File: src/rtl/loader_pkg.sv
// Shared state encoding and default widths for the SRAM input loader.
// Used by sram_input_loader and loader_fifo.
package loader_pkg;

  localparam int ADDR_W = 12;
  localparam int DATA_W = 16;

  typedef enum logic [2:0] {
    IDLE = 3'd0,
    LOAD = 3'd1,
    KICK = 3'd2,
    ACK  = 3'd3,
    RUN  = 3'd4
  } loader_state_e;

endpackage

File: src/rtl/loader_fifo.sv
// Small synchronous FIFO that buffers accepted words while the shared SRAM
// write port is not granted. DEPTH must be a power of two, at least 2.
module loader_fifo
  import loader_pkg::*;
#(
  parameter int WIDTH = 16,
  parameter int DEPTH = 4
) (
  input  logic             clk,
  input  logic             reset_b,
  input  logic             push,
  input  logic [WIDTH-1:0] wr_data,
  input  logic             pop,
  output logic [WIDTH-1:0] rd_data,
  output logic             full,
  output logic             empty
);

  localparam int PTR_W = $clog2(DEPTH);
  localparam int CNT_W = PTR_W + 1;

  logic [WIDTH-1:0] mem [DEPTH];
  logic [PTR_W-1:0] wr_ptr;
  logic [PTR_W-1:0] rd_ptr;
  logic [CNT_W-1:0] count;
  logic             do_push;
  logic             do_pop;

  assign full    = (count == CNT_W'(DEPTH));
  assign empty   = (count == '0);
  assign do_pop  = pop && !empty;
  // A pop in the same cycle frees the slot, so a push into a full FIFO is legal then.
  assign do_push = push && (!full || do_pop);
  assign rd_data = mem[rd_ptr];

  always_ff @(posedge clk or negedge reset_b) begin
    if (!reset_b) begin
      wr_ptr <= '0;
      rd_ptr <= '0;
      count  <= '0;
    end else begin
      if (do_push) begin
        wr_ptr <= wr_ptr + PTR_W'(1);
      end
      if (do_pop) begin
        rd_ptr <= rd_ptr + PTR_W'(1);
      end
      case ({do_push, do_pop})
        2'b10:   count <= count + CNT_W'(1);
        2'b01:   count <= count - CNT_W'(1);
        default: count <= count;
      endcase
    end
  end

  always_ff @(posedge clk) begin
    if (do_push) begin
      mem[wr_ptr] <= wr_data;
    end
  end

endmodule

File: src/rtl/sram_input_loader.sv
// Streams words into the input SRAM from a base address, then starts the DUT
// and waits for its busy handshake. Optional running checksum: LOADER_CHECKSUM_EN.
module sram_input_loader
  import loader_pkg::*;
#(
  parameter int ADDR_W     = loader_pkg::ADDR_W,
  parameter int DATA_W     = loader_pkg::DATA_W,
  parameter int FIFO_DEPTH = 4
) (
  input  logic              clk,
  input  logic              reset_b,
  input  logic              load_start,
  input  logic [ADDR_W-1:0] load_len,
  input  logic [ADDR_W-1:0] base_addr,
  input  logic              in_valid,
  input  logic [DATA_W-1:0] in_data,
  output logic              in_ready,
  input  logic              sram_wr_grant,
  output logic              dut_sram_write_enable,
  output logic [ADDR_W-1:0] dut_sram_write_addr,
  output logic [DATA_W-1:0] dut_sram_write_data,
  output logic              dut_run,
  input  logic              dut_busy,
  output logic              loader_busy,
  output logic              load_done,
  output logic              load_err,
  output logic [DATA_W-1:0] checksum
);

  localparam logic [2:0] ST_IDLE = IDLE;
  localparam logic [2:0] ST_LOAD = LOAD;
  localparam logic [2:0] ST_KICK = KICK;
  localparam logic [2:0] ST_ACK  = ACK;
  localparam logic [2:0] ST_RUN  = RUN;

  logic [2:0]        state;
  logic [2:0]        state_nxt;
  logic [ADDR_W-1:0] len_q;
  logic [ADDR_W-1:0] acc_cnt;
  logic [ADDR_W-1:0] wr_addr;
  logic              start_ok;
  logic              push;
  logic              pop;
  logic              fifo_full;
  logic              fifo_empty;
  logic [DATA_W-1:0] fifo_rd_data;
  logic              load_finished;

  assign start_ok    = (state == ST_IDLE) && load_start && (load_len != '0);
  assign in_ready    = (state == ST_LOAD) && !fifo_full && (acc_cnt < len_q);
  assign push        = in_valid && in_ready;
  assign pop         = !fifo_empty && sram_wr_grant;
  assign loader_busy = (state != ST_IDLE);
  assign dut_run     = (state == ST_KICK);

  // The last word must have left the output register before the DUT is kicked.
  assign load_finished = (acc_cnt == len_q) && fifo_empty && !dut_sram_write_enable;

  loader_fifo #(
    .WIDTH (DATA_W),
    .DEPTH (FIFO_DEPTH)
  ) u_fifo (
    .clk     (clk),
    .reset_b (reset_b),
    .push    (push),
    .wr_data (in_data),
    .pop     (pop),
    .rd_data (fifo_rd_data),
    .full    (fifo_full),
    .empty   (fifo_empty)
  );

  always_comb begin
    state_nxt = state;
    case (state)
      ST_IDLE: if (start_ok)      state_nxt = ST_LOAD;
      ST_LOAD: if (load_finished) state_nxt = ST_KICK;
      ST_KICK:                    state_nxt = ST_ACK;
      ST_ACK:  if (dut_busy)      state_nxt = ST_RUN;
      ST_RUN:  if (!dut_busy)     state_nxt = ST_IDLE;
      default:                    state_nxt = ST_IDLE;
    endcase
  end

  always_ff @(posedge clk or negedge reset_b) begin
    if (!reset_b) begin
      state     <= ST_IDLE;
      load_done <= 1'b0;
      load_err  <= 1'b0;
    end else begin
      state     <= state_nxt;
      load_done <= (state == ST_RUN) && !dut_busy;
      load_err  <= (state == ST_IDLE) && load_start && (load_len == '0);
    end
  end

  always_ff @(posedge clk or negedge reset_b) begin
    if (!reset_b) begin
      len_q   <= '0;
      acc_cnt <= '0;
      wr_addr <= '0;
    end else if (start_ok) begin
      len_q   <= load_len;
      acc_cnt <= '0;
      wr_addr <= base_addr;
    end else begin
      if (push) begin
        acc_cnt <= acc_cnt + ADDR_W'(1);
      end
      // Address wraps naturally at 2^ADDR_W.
      if (pop) begin
        wr_addr <= wr_addr + ADDR_W'(1);
      end
    end
  end

  always_ff @(posedge clk or negedge reset_b) begin
    if (!reset_b) begin
      dut_sram_write_enable <= 1'b0;
      dut_sram_write_addr   <= '0;
      dut_sram_write_data   <= '0;
    end else begin
      dut_sram_write_enable <= pop;
      if (pop) begin
        dut_sram_write_addr <= wr_addr;
        dut_sram_write_data <= fifo_rd_data;
      end
    end
  end

`ifdef LOADER_CHECKSUM_EN
  logic [DATA_W-1:0] sum_q;

  // Sum is taken at the pop, so it covers exactly the words that get written.
  always_ff @(posedge clk or negedge reset_b) begin
    if (!reset_b) begin
      sum_q <= '0;
    end else if (start_ok) begin
      sum_q <= '0;
    end else if (pop) begin
      sum_q <= sum_q + fifo_rd_data;
    end
  end

  assign checksum = sum_q;
`else
  assign checksum = '0;
`endif

endmodule

File: config.mk
export PLATFORM = sky130hd
export DESIGN_NAME = sram_input_loader
export DESIGN_NICKNAME = d
export VERILOG_FILES = /design/src/rtl/loader_pkg.sv /design/src/rtl/loader_fifo.sv /design/src/rtl/sram_input_loader.sv
export SDC_FILE = /design/constraint.sdc
export NUM_CORES = 1
export LEC_CHECK = 0
export CORE_ASPECT_RATIO = 0.8
export CORE_MARGIN = 5
export CORE_UTILIZATION = 45
export CTS_CLUSTER_SIZE = 8
export DETAILED_ROUTE_END_ITERATION = 16
export PLACE_DENSITY = 0.76
export SLEW_MARGIN = 20
export SYNTH_ARGS = -nofsm -noshare
export SYNTH_HDL_FRONTEND = slang
export SYNTH_SLANG_ARGS = --single-unit
File: constraint.sdc
create_clock -name clk -period 3.6 [get_ports clk]
set_input_delay 0.72 -clock clk [delete_from_list [all_inputs] [get_ports clk]]
set_output_delay 0.72 -clock clk [all_outputs]
set_load 0.03 [all_outputs]
# [Word-level counts from Yosys, hierarchy flattened]
# Memories as Yosys holds them, arrays and structs flattened. A register that Yosys moved wholly into a read port is not among the register bits.
# Cells that the tools add are included.
[word_totals] register_bits=61 mem_bits_rw=64 inputBits=46 out_inout_bits=50 elab_cells=70 n_memories=1
[classes] add_sub_neg=6 order_cmp=1 eq_ne=12 mux=12 reduce_logical=27
[memory_table] memory="u_fifo.mem" words=4 width=16 read_ports=1 rd_clocked_by_memory_dff=1 wr=1 line="loader_fifo.sv:22" text="logic [WIDTH-1:0] mem [DEPTH];"
[ops] operator="2-to-1 mux 12 bit" count=4
[ops] operator="adder 12 x 1 -> 12 bit (second input constant)" count=2
[ops] operator="one-hot mux 3 bit (5 select lines)" count=1
[ops] operator="== test 12 bit" count=1
[ops] operator="logical AND 1 bit" count=12
[ops] operator="logical NOT 12 bit" count=1
[ops] operator="less-than comparator 12 bit" count=1
[ops] operator="2-to-1 mux 3 bit" count=4
[ops] operator="nonzero test 12 bit" count=1
[ops] operator="inequality test 2 bit (second input constant)" count=4
[ops] operator="== test 3 x 2 -> 1 bit (second input constant)" count=2
[ops] operator="== test 3 bit (second input constant)" count=2
[ops] operator="logical NOT 3 bit" count=2
[ops] operator="one-hot mux 3 bit (2 select lines)" count=1
[ops] operator="nonzero test 2 bit" count=3
[ops] operator="logical NOT 1 bit" count=5
[ops] operator="adder 2 x 1 -> 2 bit (second input constant)" count=2
[ops] operator="AND reduction 4 bit" count=1
[ops] operator="adder 3 x 1 -> 3 bit (second input constant)" count=1
[ops] operator="== test 3 x 1 -> 1 bit (second input constant)" count=1
[ops] operator="nonzero test 3 bit" count=1
[ops] operator="subtractor 3 x 1 -> 3 bit (second input constant)" count=1
[ops] operator="== test 2 x 1 -> 1 bit (second input constant)" count=1
[ops] operator="== test 2 bit (second input constant)" count=1
[ops] operator="2 further kinds" count=3

# [Depth between registers and ports, before layout]
# Gate-level depths: netlist of the first run.
[logic_depth] word_depth=8 ltp_mapped=14 mapped_depth_nobuf=13

# [Hierarchy]
# A second synthesis of the first run with hierarchy kept.
[hier_totals] cells_unflattened=460 area_unflattened_um2=6256.0
[modules_own_cells] module="sram_input_loader" n_inst=1 cells_per_inst=338 area_each_um2=3514.6 seq_area_each_um2=1751.7
[modules_own_cells] module="loader_fifo" n_inst=1 cells_per_inst=122 area_each_um2=2741.4 seq_area_each_um2=2097.0

# [Worst setup path before layout of the first run]
# No wires, ideal clock.
[synth_path] kind="reg-to-reg" start="register acc_cnt[11]" end="register u_fifo.count[2]" t_arrival_ns=2.510 required_ns=3.521 path_slack_ns=1.010 path_stages_with_launch=14 synth_period_minus_slack_ns=2.590 path_cell_list="dfrtp_1 ha_1 nand4_1 nor3_1 o21ai_0 and3_1 inv_2 buf_2 ha_1 inv_1 fa_1 xor2_1 nor2_1 xor2_1"
[synth_between] elab_chain_cells=6
[synth_lines] element="from (decl)" line="sram_input_loader.sv:39" text="logic [ADDR_W-1:0] acc_cnt;"
[synth_lines] element="from (signal assigned)" line="sram_input_loader.sv:108" text="acc_cnt <= acc_cnt + ADDR_W'(1);"
[synth_lines] element="less-than comparator 12 bit *" line="sram_input_loader.sv:50" text="assign in_ready = (state == ST_LOAD) && !fifo_full && (acc_cnt < len_q);"
[synth_lines] element="logical AND 1 bit *" line="sram_input_loader.sv:50"
[synth_lines] element="logical AND 1 bit *" line="sram_input_loader.sv:51" text="assign push = in_valid && in_ready;"
[synth_lines] element="logical AND 1 bit *" line="loader_fifo.sv:33" text="assign do_push = push && (!full || do_pop);"
[synth_lines] element="== test 2 x 1 -> 1 bit or == test 2 bit (tied branches)" line="loader_fifo.sv:48" text="case ({do_push, do_pop})"
[synth_lines] element="one-hot mux 3 bit (2 select lines) or nonzero test 2 bit (tied branches)"
[synth_lines] element="to (signal assigned)" line="loader_fifo.sv:49" text="2'b10: count <= count + CNT_W'(1);"
[synth_lines] element="to (signal assigned)" line="loader_fifo.sv:50" text="2'b01: count <= count - CNT_W'(1);"
[synth_lines] element="to (signal assigned)" line="loader_fifo.sv:51" text="default: count <= count;"
[synth_lines] element="to (decl)" line="loader_fifo.sv:25" text="logic [CNT_W-1:0] count;"
# Every way passes the cells marked *; elsewhere a longest branch is shown, timed or not.
# A chain may end at the register's enable or synchronous reset.

# [Worst setup path in the final report of the first run]
[layout_path] start="register acc_cnt[11]" end="output in_ready"
[layout_between] elab_chain_cells=2
[layout_lines] element="less-than comparator 12 bit" line="sram_input_loader.sv:50"
[layout_lines] element="logical AND 1 bit" line="sram_input_loader.sv:50"
[layout_lines] element="to (decl)" line="sram_input_loader.sv:17" text="output logic in_ready,"
# No other way between the ends.

==> results.ini, run 1 <==
[floorplanning]
die_area_mm2 = 0.0161
pin_count = 96
die_y_um = 115
coreArea_mm2 = 0.0135
die_w_um = 141
rows = 38
start_util_pct = 45.6

[logic_synthesis]
seq_area_frac_synth_pct = 62.6
synth-edff-count = 64
yosys_most_used_dff = dfrtp_1
synthArstFlopShare_pct = 54.6
synth.largest_area_cell = dfrtp_1
synth_warnings = 0
synth_cells = 515
synthesis.area_mm2 = 0.00615
ys_ff_latch = 141
synth_top_area_share_pct = 31.3
synth_cell_types = 43
synthTopCellsByArea = dfrtp_1, edfxtp_1, nand2_1
avgSynthCellArea_um2 = 11.9

[place]
dp_hpwl_mm = 8.52
placement.cell_area_mm2 = 0.00708
post-place-ws_ns = 0.633
portBuffers = 79
gp_congestion = 0.843

[clock_tree]
cts_tree = done
cts.htree.levels = 4
cts_resized = 0
cts_inserted_buffers = 17
cts-root-buf = clkbuf_16
clock_sinks = 141
clk_path_buf_depth = 2
cts_setup_buffers = 0
insertion_delay_ns = 0.42
path_clk_slew_ns = 0.06
holdBufCountCts = 0

[grt]
gr-total-overflow = 0
grt_start_max_net_pins = 78
grt_pass1_vias = 4191
grt_usage_pct = 17.0
grt_busiest_layer = met2
use_met2_pct = 27.5
grt_util_met1_pct = 21.5
grt_antenna_before_repair = 0
grt_use_met3_pct = 4.80
grt_pass1_wl_mm = 21.1

[sta]
maxSlewViolCount = 0
fmax_mhz = 304
worst_pin_slew_ns = 0.810
fin_setup_tns_ns = 0
layout_min_cycle_time_ns = 3.29
skew_ns = 0.0100
setup_viol = 0
hold_ws_ns = 0.193
fin_ws_ns = 0.307
slew_headroom_pct = 46.0
rsz0062_at_grt = false
period_share_pct = 91.5
hold_viol_final = 0

[power]
p_clk_share_pct = 28.0
p_sw_share_pct = 35.1
p_switching_mw = 2.21
power_density_mw_per_mm2 = 816
p_leak_nw = 3.23
p_int_mw = 4.08
pwr-share-comb_pct = 32.5
ir_drop_mv = 0.375
power.share.sequential_pct = 39.5

[routing]
via_per_inst = 5.18
drtPass1Iterations = 7
drtAntennaViolNets = 0
post-route-drc-count = 0
drt_iter0_markers = 305
wl_per_cell_um = 16.3
wl_mm = 12.9
vias = 4109

[cells_and_area]
final_common_cell = nand2_1
area_growth_pct = 25.3
n_antenna_cell = 0
drive_above_1_share_pct = 10.3
nets = 667
stdcell_area_mm2 = 0.00771
multi_input_comb_area_mm2 = 0.00204
seqCellArea_mm2 = 0.00385
final_cell_mix = nand2_1, clkdlybuf4s50_1, dfrtp_1, edfxtp_1, o21ai_0
fillers = 1081

[min_path]
hp-class = in2async

[worst_setup_path]
critPathCaptureType = output port
crit_arrival_ns = 2.57
critPathMaxFanout = 4
worst_r2r_path_depth = 12
cp-start-kind = flip-flop
worstPathRequired_ns = 2.88
critPathKind = reg2out

[flow_run]
drv_cap = 0

[status]
status = finished, final reports clean

## registers in the layout, indices dropped and copies added (netlist names)
| signal | count |
|---|---|
| u_fifo.mem | 64 |
| dut_sram_write_enable | 1 |
| u_fifo.wr_ptr | 2 |
| state | 3 |
| len_q | 12 |
| wr_addr | 12 |
| u_fifo.count | 3 |
| acc_cnt | 12 |
| dut_sram_write_data | 16 |
| load_done | 1 |
| load_err | 1 |
| dut_sram_write_addr | 12 |
| u_fifo.rd_ptr | 2 |
## stage by stage
step	utilization (%)	cells	power (mW)
2_1_floorplan	-	530	3.79
5_1_grt	57.1	794	6.67
3_3_place_gp	52.4	761	4.47
6_report	57.1	794	6.29
3_5_place_dp	52.4	761	4.56
4_1_cts	56.9	793	6.34
## power by group through the flow
stage | clock, mW | sequential [mW] | combinational (mW)
after floorplan | 0 | 2.64 | 1.16
after global placement | 0 | 2.48 | 1.98
after detailed placement | 0 | 2.51 | 2.05
after CTS | 1.78 | 2.48 | 2.07
after global routing | 1.87 | 2.55 | 2.25
final | 1.76 | 2.48 | 2.05
## metal layers
layer / vias up / share of wire (%) / routed length [um]
met1: 2025 / 43 / 5580
met4: 0 / 1.3 / 165
met2: 142 / 48 / 6270
met3: 16 / 7.1 / 920
met5: - / 0 / 0
li1: 1926 / - / -
## final cells by class
| cell class | count | share of cell area, % |
|---|---|---|
| clock inverters | 14 | 2.19 |
| multi-input cells | 323 | 26.5 |
| inverters | 29 | 1.41 |
| repair buffers | 89 | 11.5 |
| flip-flops and latches | 141 | 50.0 |
| clock buffers | 18 | 5.57 |
| well taps | 180 | 2.92 |
## synth_stat cells (2+ instances only)
cell type and count:
a211o_1 3, a21o_1 2, a21oi_1 8, a31oi_1 4
and2_1 5, and3_1 9, buf_2 5, buf_4 16
clkbuf_1 15, dfrtp_1 77, edfxtp_1 64, ha_1 19
inv_1 27, mux4_2 16, nand2_1 132, nand2b_1 2
nand3_1 11, nand4_1 5, nor2_1 8, nor3_1 8
nor4_1 5, o21ai_0 34, o31ai_1 2, or3_1 2
or4_1 2, xnor2_1 6, xor2_1 12
## critical path, cell delays in order (launching register included)
cell and delay, ns:
dfrtp_1 0.40, ha_1 0.32, nand4_1 0.13, nor3_1 0.30
o21ai_0 0.20, and3_1 0.21, clkdlybuf4s50_1 0.59
## final timing paths
check                                        from                endpoint  slack [ns]
setup / recovery                      acc_cnt[11]                in_ready        0.31
hold / removal                            reset_b              wr_addr[4]        0.19
max in group asynchronous                 reset_b        u_fifo.rd_ptr[0]        2.81
setup reg to reg                      acc_cnt[11]         u_fifo.count[2]        0.61
min in group clk           dut_sram_write_data[6]  dut_sram_write_data[6]        0.47
hold reg to reg            dut_sram_write_data[6]  dut_sram_write_data[6]        0.47
## cells by family (layout without fill, tap and decap cells)
group	Yosys count	in the layout	share of synthesized area [%]
buf+inv	66	150	5.23
xor+xnor	18	18	2.56
flops	141	141	62.6
fa+ha+maj	20	20	4.19
mux	18	18	6.20
compound gates	59	59	5.55
simple gates	192	192	13.6
other cells	1	16	0.0610
Power figures use the tool's default switching activity.
==> run 2, diff against run 1 <==
--- a/config.mk
+++ b/config.mk
@@ -5,12 +5,15 @@
 export SDC_FILE = /design/constraint.sdc
 export NUM_CORES = 1
 export LEC_CHECK = 0
+export ABC_AREA = 1
+export CELL_PAD_IN_SITES_DETAIL_PLACEMENT = 0
+export CELL_PAD_IN_SITES_GLOBAL_PLACEMENT = 1
 export CORE_ASPECT_RATIO = 0.8
 export CORE_MARGIN = 5
-export CORE_UTILIZATION = 45
+export CORE_UTILIZATION = 42
 export CTS_CLUSTER_SIZE = 8
 export DETAILED_ROUTE_END_ITERATION = 16
-export PLACE_DENSITY = 0.76
+export PLACE_DENSITY = 0.87
 export SLEW_MARGIN = 20
 export SYNTH_ARGS = -nofsm -noshare
 export SYNTH_HDL_FRONTEND = slang
==> results.ini, run 2 <==
[status]
status = finished, final reports clean

[clock_tree]
cts_tree = done
cts_resized = 0  ; unchanged
holdBufCountCts = 0  ; unchanged
cts-root-buf = clkbuf_16
path_clk_slew_ns = 0.06  ; about the same
cts.htree.levels = 4  ; unchanged
insertion_delay_ns = 0.42  ; about the same
cts_inserted_buffers = 17  ; unchanged
clock_sinks = 141  ; unchanged
clk_path_buf_depth = 2  ; unchanged
cts_setup_buffers = 0  ; unchanged

[cells_and_area]
final_cell_mix = nand2_1, nor2_1, clkdlybuf4s50_1, dfrtp_1, inv_1
largestRegisters = u_fifo.mem: 64 flops, dut_sram_write_data: 16 flops
final_common_cell = nand2_1
area_growth_pct = 22.2
regMostFlops = u_fifo.mem
nets = 840  ; +26%
n_antenna_cell = 0  ; unchanged
fillers = 1340  ; +24%
largest_reg_flops = 64  ; unchanged
final_util_pct = 52.8  ; -4.2 points
drive_above_1_share_pct = 6.73  ; -3.5 points

[worst_setup_path]
reg2reg_setup_slack_ns = 1.19  ; +0.58 ns
cp-start-kind = flip-flop
cp-startpoint = acc_cnt[11]
crit_arrival_ns = 2.48  ; -0.09 ns
critPathMaxFanout = 3  ; -1
critPathCaptureType = output port
r2r-start = acc_cnt[11]
critPathKind = reg2out
worstPathRequired_ns = 2.88  ; about the same

[sta]
worst_pin_slew_ns = 0.732  ; -0.0777 ns
rsz0062_at_grt = false
slew_headroom_pct = 51.2  ; +5.2 points
setup_viol = 0  ; unchanged
hold_ws_ns = 0.348  ; +0.155 ns
hold_viol_final = 0  ; unchanged
skew_ns = 0.0117  ; +0.00167 ns
period_share_pct = 88.8  ; -2.7 points
fin_setup_tns_ns = 0  ; unchanged
maxSlewViolCount = 0  ; unchanged
fmax_mhz = 313  ; +3.0%
fin_ws_ns = 0.404  ; +0.0968 ns
layout_min_cycle_time_ns = 3.20  ; -0.0968 ns

[logic_synthesis]
seq_area_frac_synth_pct = 58.5  ; -4.0 points
synth_cell_types = 31  ; -28%
synth_warnings = 0  ; unchanged
synth.largest_area_cell = dfrtp_1
synth-edff-count = 64  ; unchanged
synth.most_common_cell = nand2_1
synth_cells = 693  ; +35%
ys_top_cells_by_count = nand2_1, nor2_1, dfrtp_1
synthTopCellsByArea = dfrtp_1, edfxtp_1, nand2_1
synth_top_area_share_pct = 29.3  ; -2.0 points
ys_ff_latch = 141  ; unchanged
yosys_most_used_dff = dfrtp_1
synthesis.area_mm2 = 0.00658  ; +6.9%
synthArstFlopShare_pct = 54.6  ; unchanged
avgSynthCellArea_um2 = 9.49  ; -21%

[floorplanning]
die_area_mm2 = 0.0183  ; +13%
rows = 40  ; +5.3%
start_util_pct = 43.2  ; -2.3 points
die_w_um = 150  ; +6.5%
die_y_um = 122  ; +6.4%
coreArea_mm2 = 0.0152  ; +13%
pin_count = 96  ; unchanged

[routing]
vias = 4788  ; +17%
drt_iter0_markers = 260  ; -15%
drtAntennaViolNets = 0  ; unchanged
drtPass1Iterations = 5  ; -2
via_per_inst = 4.80  ; -7.2%
wl_mm = 14.0  ; +8.1%
wl_per_cell_um = 14.0  ; -14%
post-route-drc-count = 0  ; unchanged

[place]
gp_congestion = 0.820  ; -2.7%
post-place-ws_ns = 0.796  ; +0.163 ns
portBuffers = 79  ; unchanged
dp_hpwl_mm = 9.45  ; +11%

[grt]
use_met2_pct = 26.4  ; -1.2 points
grt_pass1_wl_mm = 23.3  ; +11%
grt_antenna_before_repair = 0  ; unchanged
grt_util_met1_pct = 20.7  ; -0.83 points
grt_use_met3_pct = 3.94  ; -0.86 points
grt_pass1_vias = 4756  ; +13%
grt_busiest_layer = met2
grt_usage_pct = 16.3  ; -0.63 points
grt_start_max_net_pins = 78  ; unchanged
gr-total-overflow = 0  ; unchanged

[power]
power_density_mw_per_mm2 = 818  ; +0.21%
ir_drop_mv = 0.368  ; -1.8%
p_leak_nw = 3.51  ; +8.7%

[min_path]
hp-class = in2async

[flow_run]
drv_cap = 0  ; unchanged

## run 2: cell types whose count changed after synthesis, sizes merged, moves of 7 or more
cell,previous run,this run
and3,9,1
o21ai,34,63
clkbuf,15,5
nor2,8,118
a31oi,4,16
inv,28,76
buf,22,37
nand3,11,47
nand2,132,125
mux4,16,0
## run 2: critical path, stage by stage (launching register included)
cell	delay (ns)
dfrtp_1	0.41
ha_1	0.30
a21oi_1	0.15
nand3_1	0.10
nor2_1	0.15
and3_1	0.25
clkdlybuf4s50_1	0.69
## run 2: layer usage
layer,vias to the layer above,routed length [um]
li1,2394,-
met1,2238,6250
met2,134,6640
met3,22,780
met4,0,306
met5,-,0
## run 2: cell type report
type | count | area, um^2 | area share, %
clock buffer | 24 | 482 | 5.99
clock inverter | 8 | 67.6 | 0.841
inverter | 76 | 285 | 3.55
multi-input combinational | 449 | 2220 | 27.7
sequential | 141 | 3850 | 47.9
tap | 210 | 263 | 3.27
timing repair buffer | 89 | 867 | 10.8
## run 2: final timing paths
path / depth (start not counted) / to
max: 6 / in_ready
min: 1 / dut_sram_write_addr[5]
max reg2reg: 13 / u_fifo.count[2]
min reg2reg: 2 / dut_sram_write_addr[0]
max in group asynchronous: 1 / dut_sram_write_data[4]
min in group clk: 2 / dut_sram_write_addr[0]
## run 2: power breakdown
group / switching, mW / total [mW] / internal (mW)
combinational: 1.59 / 2.52 / 0.931
clock: 0.622 / 1.62 / 0.996
sequential: 0.295 / 2.43 / 2.14
## run 2: cells by family after synthesis
kind of cell | after synthesis | share of synthesized area [%]
AOI/OAI and AO/OA | 89 | 7.15
xor gates and xnor gates | 18 | 2.40
adders and majority gates | 20 | 3.92
buffers and inverters | 118 | 8.50
DFF | 141 | 58.5
other | 1 | 0.0570
and+or+nand+nor | 306 | 19.4
## run 2: through the flow
step	cells	instance area, um^2	total power, mW
after floorplan	708	6630	4.20
final	997	8040	6.58
after CTS	997	8030	6.64
after detailed placement	965	7480	5.01
after global routing	997	8040	7.07
after global placement	965	7480	4.91
